==> src/rtl/spram_stream_reader.sv <==
// Reads a contiguous, wrapping range of words from a single-port SPRAM and
// presents them as a valid/ready stream through a 2-entry skid FIFO.
module spram_stream_reader #(
  parameter int ADDR_W = 14,
  parameter int DATA_W = 32
) (
  input  logic              clk_i,
  input  logic              rst_n_i,
  input  logic              start_i,
  input  logic [ADDR_W-1:0] base_addr_i,
  input  logic [ADDR_W:0]   len_i,
  output logic              busy_o,
  output logic              done_o,
  output logic [ADDR_W-1:0] mem_addr_o,
  output logic              mem_wr_en_o,
  output logic [3:0]        mem_mask_we_o,
  input  logic [DATA_W-1:0] mem_rd_data_i,
  output logic [DATA_W-1:0] m_data_o,
  output logic              m_valid_o,
  input  logic              m_ready_i,
  output logic              m_last_o
);

  typedef enum logic [1:0] {IDLE, RUN, DRAIN} state_t;

  localparam logic [ADDR_W:0]   CNT_ONE  = (ADDR_W+1)'(1);
  localparam logic [ADDR_W:0]   CNT_ZERO = '0;
  localparam logic [ADDR_W-1:0] ADDR_ONE = ADDR_W'(1);

  state_t            state_q;
  logic [ADDR_W-1:0] addr_q;
  logic [ADDR_W:0]   remaining_q;
  logic [ADDR_W:0]   beats_q;
  logic              arm_q;
  logic              inflight_q;
  logic              busy_q;
  logic              done_q;
  logic              wr_ptr_q;
  logic              rd_ptr_q;
  logic [1:0]        count_q;
  logic [1:0]        count_d;
  logic [1:0]        occ_sum;
  logic              pop;
  logic              push;
  logic              issue;
  logic              last_pop;

  assign pop      = (count_q != 2'd0) && m_ready_i;
  assign push     = inflight_q;
  assign last_pop = pop && (beats_q == CNT_ONE);

  // Words already buffered or on their way must leave room for the next read,
  // so the FIFO can never overflow and no read ever has to be repeated.
  assign occ_sum = count_q + {1'b0, inflight_q} - {1'b0, pop};
  assign issue   = (state_q == RUN) && !arm_q && (remaining_q != CNT_ZERO)
                   && (occ_sum < 2'd2);

  assign count_d = count_q + {1'b0, push} - {1'b0, pop};

  genvar gi;
  generate
    for (gi = 0; gi < 2; gi++) begin : g_entry
      logic [DATA_W-1:0] data_q;
      always_ff @(posedge clk_i or negedge rst_n_i) begin
        if (!rst_n_i) begin
          data_q <= '0;
        end else if (push && (wr_ptr_q == 1'(gi))) begin
          data_q <= mem_rd_data_i;
        end
      end
    end
  endgenerate

  always_ff @(posedge clk_i or negedge rst_n_i) begin
    if (!rst_n_i) begin
      state_q     <= IDLE;
      addr_q      <= '0;
      remaining_q <= '0;
      beats_q     <= '0;
      arm_q       <= 1'b0;
      inflight_q  <= 1'b0;
      busy_q      <= 1'b0;
      done_q      <= 1'b0;
      wr_ptr_q    <= 1'b0;
      rd_ptr_q    <= 1'b0;
      count_q     <= 2'd0;
    end else begin
      done_q     <= 1'b0;
      arm_q      <= 1'b0;
      inflight_q <= issue;
      count_q    <= count_d;
      if (push) wr_ptr_q <= ~wr_ptr_q;
      if (pop) begin
        rd_ptr_q <= ~rd_ptr_q;
        beats_q  <= beats_q - CNT_ONE;
      end
      if (issue) begin
        addr_q      <= addr_q + ADDR_ONE;
        remaining_q <= remaining_q - CNT_ONE;
      end
      case (state_q)
        IDLE: begin
          // A start coinciding with the done pulse belongs to the old command.
          if (start_i && !done_q) begin
            if (len_i != CNT_ZERO) begin
              addr_q      <= base_addr_i;
              remaining_q <= len_i;
              beats_q     <= len_i;
              arm_q       <= 1'b1;
              busy_q      <= 1'b1;
              state_q     <= RUN;
            end else begin
              done_q <= 1'b1;
            end
          end
        end
        RUN: begin
          if (issue && (remaining_q == CNT_ONE)) state_q <= DRAIN;
        end
        DRAIN: begin
          if (last_pop) begin
            done_q  <= 1'b1;
            busy_q  <= 1'b0;
            state_q <= IDLE;
          end
        end
        default: state_q <= IDLE;
      endcase
    end
  end

  assign busy_o        = busy_q;
  assign done_o        = done_q;
  assign mem_addr_o    = addr_q;
  assign mem_wr_en_o   = 1'b0;
  assign mem_mask_we_o = 4'b0000;
  assign m_valid_o     = (count_q != 2'd0);
  assign m_data_o      = rd_ptr_q ? g_entry[1].data_q : g_entry[0].data_q;
  assign m_last_o      = m_valid_o && (beats_q == CNT_ONE);

endmodule
==> config.mk <==
export PLATFORM = sky130hd
export DESIGN_NAME = spram_stream_reader
export DESIGN_NICKNAME = d
export VERILOG_FILES = /design/src/rtl/spram_stream_reader.sv
export SDC_FILE = /design/constraint.sdc
export NUM_CORES = 1
export LEC_CHECK = 0
export CAP_MARGIN = 20
export CORE_UTILIZATION = 30
export CTS_CLUSTER_SIZE = 30
export DETAILED_ROUTE_END_ITERATION = 7
export SLEW_MARGIN = 20
export SYNTH_ARGS = -nofsm -noshare
export SYNTH_HDL_FRONTEND = slang
export SYNTH_SLANG_ARGS = --single-unit
==> constraint.sdc <==
create_clock -name clk_i -period 3.22 [get_ports clk_i]
set_clock_uncertainty 0.05 [all_clocks]
set_input_delay 0.322 -clock clk_i [delete_from_list [all_inputs] [get_ports clk_i]]
set_output_delay 0.322 -clock clk_i [all_outputs]
set_load 0.01 [all_outputs]
==> metrics <==
status finished clean; vias in the first global route 4712; Synthesis Warnings 0; worst-path maximum fanout 4; Layout Nets roughly 700; cell chain of the critical path nor3_2, nand3_1, or4b_4, a21oi_1, clkdlybuf4s50_1; largest net degree at the start of global routing 67; final core utilization 41.93%; Post-Syn Area 5812 um2; first-pass GRT wire length between 20000 and 25000 um; Worst-path clk slew roughly 0.06 ns; post-DP HPWL ~10000 um; Top Usage Layer GRT met2; DR vias 4492; Main synth FF type dfrtp_1; met1 Usage GRT a little under a fifth; worst setup path class flop to output pin; drt first-iter violations 180; TNS Setup 0 ns; Max Freq around 340 MHz; Slew headroom between 20 and 30%; most common cell after layout, fill and taps aside dfrtp_1; post-synth top area share between 50 and 60%; Least-Margin Pin Slew approximately 1.1 ns; input/output buffers around 110; Pleak slightly above 3 nW; initial core utilization between 30% and 40%; Core Region 18830 um2; fraction of layout cells with a size suffix above 1 ~22%; Hold Path Class input port to flop; P&R area growth vs syn 35.84%; Worst Path Required between 2 and 3 ns; initial antenna violation count 0; sequential area share after synthesis between 50 and 60%; period utilization between 90 and 100%; depth of the CTS H-tree 4; Remaining DRCs 0; number of flops mapped to enable cells by yosys 0; final count of hold timing violations 0; synth top area cells dfrtp_1 (51%), mux2_2 (19%), xnor2_1 (2.6%); IO Count 120; GR Overflow Total 0; Crit. End Element output pin; Num CTS Buffers 17; full die area 19930 um2; via-per-instance ratio a little under 5; wire per inst ~16 um; clk buf depth 2; most frequent cells in the layout dfrtp_1 (118), clkdlybuf4s50_1 (113), mux2_2 (97); max-cap violation count 0; syn avg cell area approximately 11 um2; CTS tree done; pwr dens 1021 nW/um2; CP max-delay cell or4b_4; area of the multi-input gates around 2700 um2; #FFs+latches synth around 120; Post-Syn Instances approximately 500; Startpoint Class flop; Synth cell types 49; root buffer cell clkbuf_16; met2 Use GR a little over a quarter; reg2reg setup slack around 0.64 ns; WL final roughly 15000 um; Clk Latency, worst-skew pair ~0.41 ns; n_diodes 0; Register Area between 2000 and 3000 um2; dpl cells slightly below 900; GP Congestion roughly 0.83; final setup vio count 0; met3 usage a little under 5%; CP peak stage delay about 0.6 ns; Finished Layout Cells about 900; VDD IR max 0.3913 mV; RSZ-0062 raised after global routing false; CP arrival 2.55 ns; Die H approximately 140 um; Pins Over Slew Limit 0; most area-hungry cell type in the Yosys netlist dfrtp_1; Pre-antenna DRT Iters 4; clk sink count 118; Die X-Extent around 140 um; ANT nets after route 0; FP Rows 50; fillers ~1800; asr flop ratio synth 100.0%; Final Critical Period just under 3 ns; GRT Total Usage between 15 and 20%
-- report_power, final --
group	switching (W)	leakage, nW	internal (W)
clock	0.000657	0.294	0.00135
sequential	0.000518	1.36	0.00218
combinational	0.00141	1.41	0.00195
-- layout make-up --
cell class | count | share of cell area, %
clock inverters | 8 | 1.870
repair buffers | 125 | 15.82
well taps | 260 | 4.120
inverters | 13 | 0.6181
multi-input cells | 357 | 34.17
flip-flops and latches | 118 | 37.40
clock buffers | 22 | 6.006
-- per-stage QoR --
stage                     power (W)  cell area (um2)  hold slack, ns  worst slack (ns)
after floorplan            0.004685             5827        -0.02359            0.7776
after global placement     0.005965             7249          0.3525            0.3009
after detailed placement   0.006104             7249          0.3712            0.1988
after CTS                  0.008160             7881          0.3873           0.02509
after global routing       0.008582             7895          0.4105            0.1692
final                      0.008059             7895          0.4051            0.2987
-- final timing paths --
| path | from | end | cells past startpoint |
|---|---|---|---|
| worst max-delay path | beats_q[7]$_DFF_PN0_ | m_last_o | 5 |
| worst min-delay path | base_addr_i[12] | mem_addr_o[12]$_DFF_PN0_ | 3 |
| worst max register to register | count_q[0]$_DFF_PN0_ | mem_addr_o[11]$_DFF_PN0_ | 9 |
| worst min register to register | rd_ptr_q$_DFFE_PN0P_ | rd_ptr_q$_DFFE_PN0P_ | 1 |
| max in group asynchronous | rst_n_i | beats_q[6]$_DFF_PN0_ | 3 |
| min in group asynchronous | rst_n_i | g_entry[1].data_q[4]$_DFFE_PN0P_ | 2 |
-- per-layer routing --
layer  part of all wire (%)  up-vias  wire [um]
li1                       -     2099          -
met1                     43     2231       6294
met2                     49      145       7214
met3                    6.0       17        875
met4                    1.5        0        218
met5                      0        -          0
-- sequential cells by signal (all words and copies together), names as in the netlist --
| register | flops |
|---|---|
| count_q | 2 |
| arm_q | 1 |
| state_q | 2 |
| g_entry.data_q | 64 |
| wr_ptr_q | 1 |
| mem_addr_o | 14 |
| done_o | 1 |
| inflight_q | 1 |
| remaining_q | 15 |
| rd_ptr_q | 1 |
| beats_q | 15 |
| busy_o | 1 |
-- cells in the mapped netlist, types with 2 or more instances --
master,number
dfrtp_1,118
mux2_2,97
nor2_1,34
nand2_1,28
o21ai_0,20
a21oi_1,19
xnor2_1,17
clkbuf_1,15
nor3_1,14
inv_1,13
nand3_1,13
nor4_1,13
a31oi_1,12
or4_1,9
ha_1,7
nand4_1,7
buf_1,6
or3_1,6
buf_4,5
xor2_1,5
nand2b_1,4
o21a_1,4
o31ai_1,4
a211oi_1,3
and4_1,3
nand4b_1,3
nor3b_1,3
nor4b_1,3
a311oi_1,2
and3_1,2
buf_2,2
buf_6,2
nor2b_1,2
nor4bb_1,2
o211ai_1,2
o41ai_1,2
-- critical path, delay by kind of cell (launching register included) --
kind,cells,cell delay [ns]
flip-flops,1,0.43
buffers and inverters,1,0.56
AO/OA/AOI/OAI,1,0.15
AND/OR/NAND/NOR,3,1.00
-- cell families (layout without fill, tap and decap cells) --
logic type                 after synthesis  in the layout  share of synthesized area (%)
AOI/OAI and AO/OA                       73             73                          7.729
xor gates and xnor gates                22             22                          3.315
adders and majority gates                7              7                          1.507
buffers and inverters                   43            168                          3.402
DFF                                    118            118                          50.81
muxes                                   98             98                          18.97
other                                    1              5                        0.06452
and+or+nand+nor                        152            152                          14.21
-- timing repair --
item | CTS | global route
endpoints found under the hold margin | 52 | 0
endpoints found under the setup margin | 0 | 1
resized for setup | 0 | 3
buffers inserted | 0 | 0
hold buffers | 1 | 0
(Power assumes the default switching activity.)
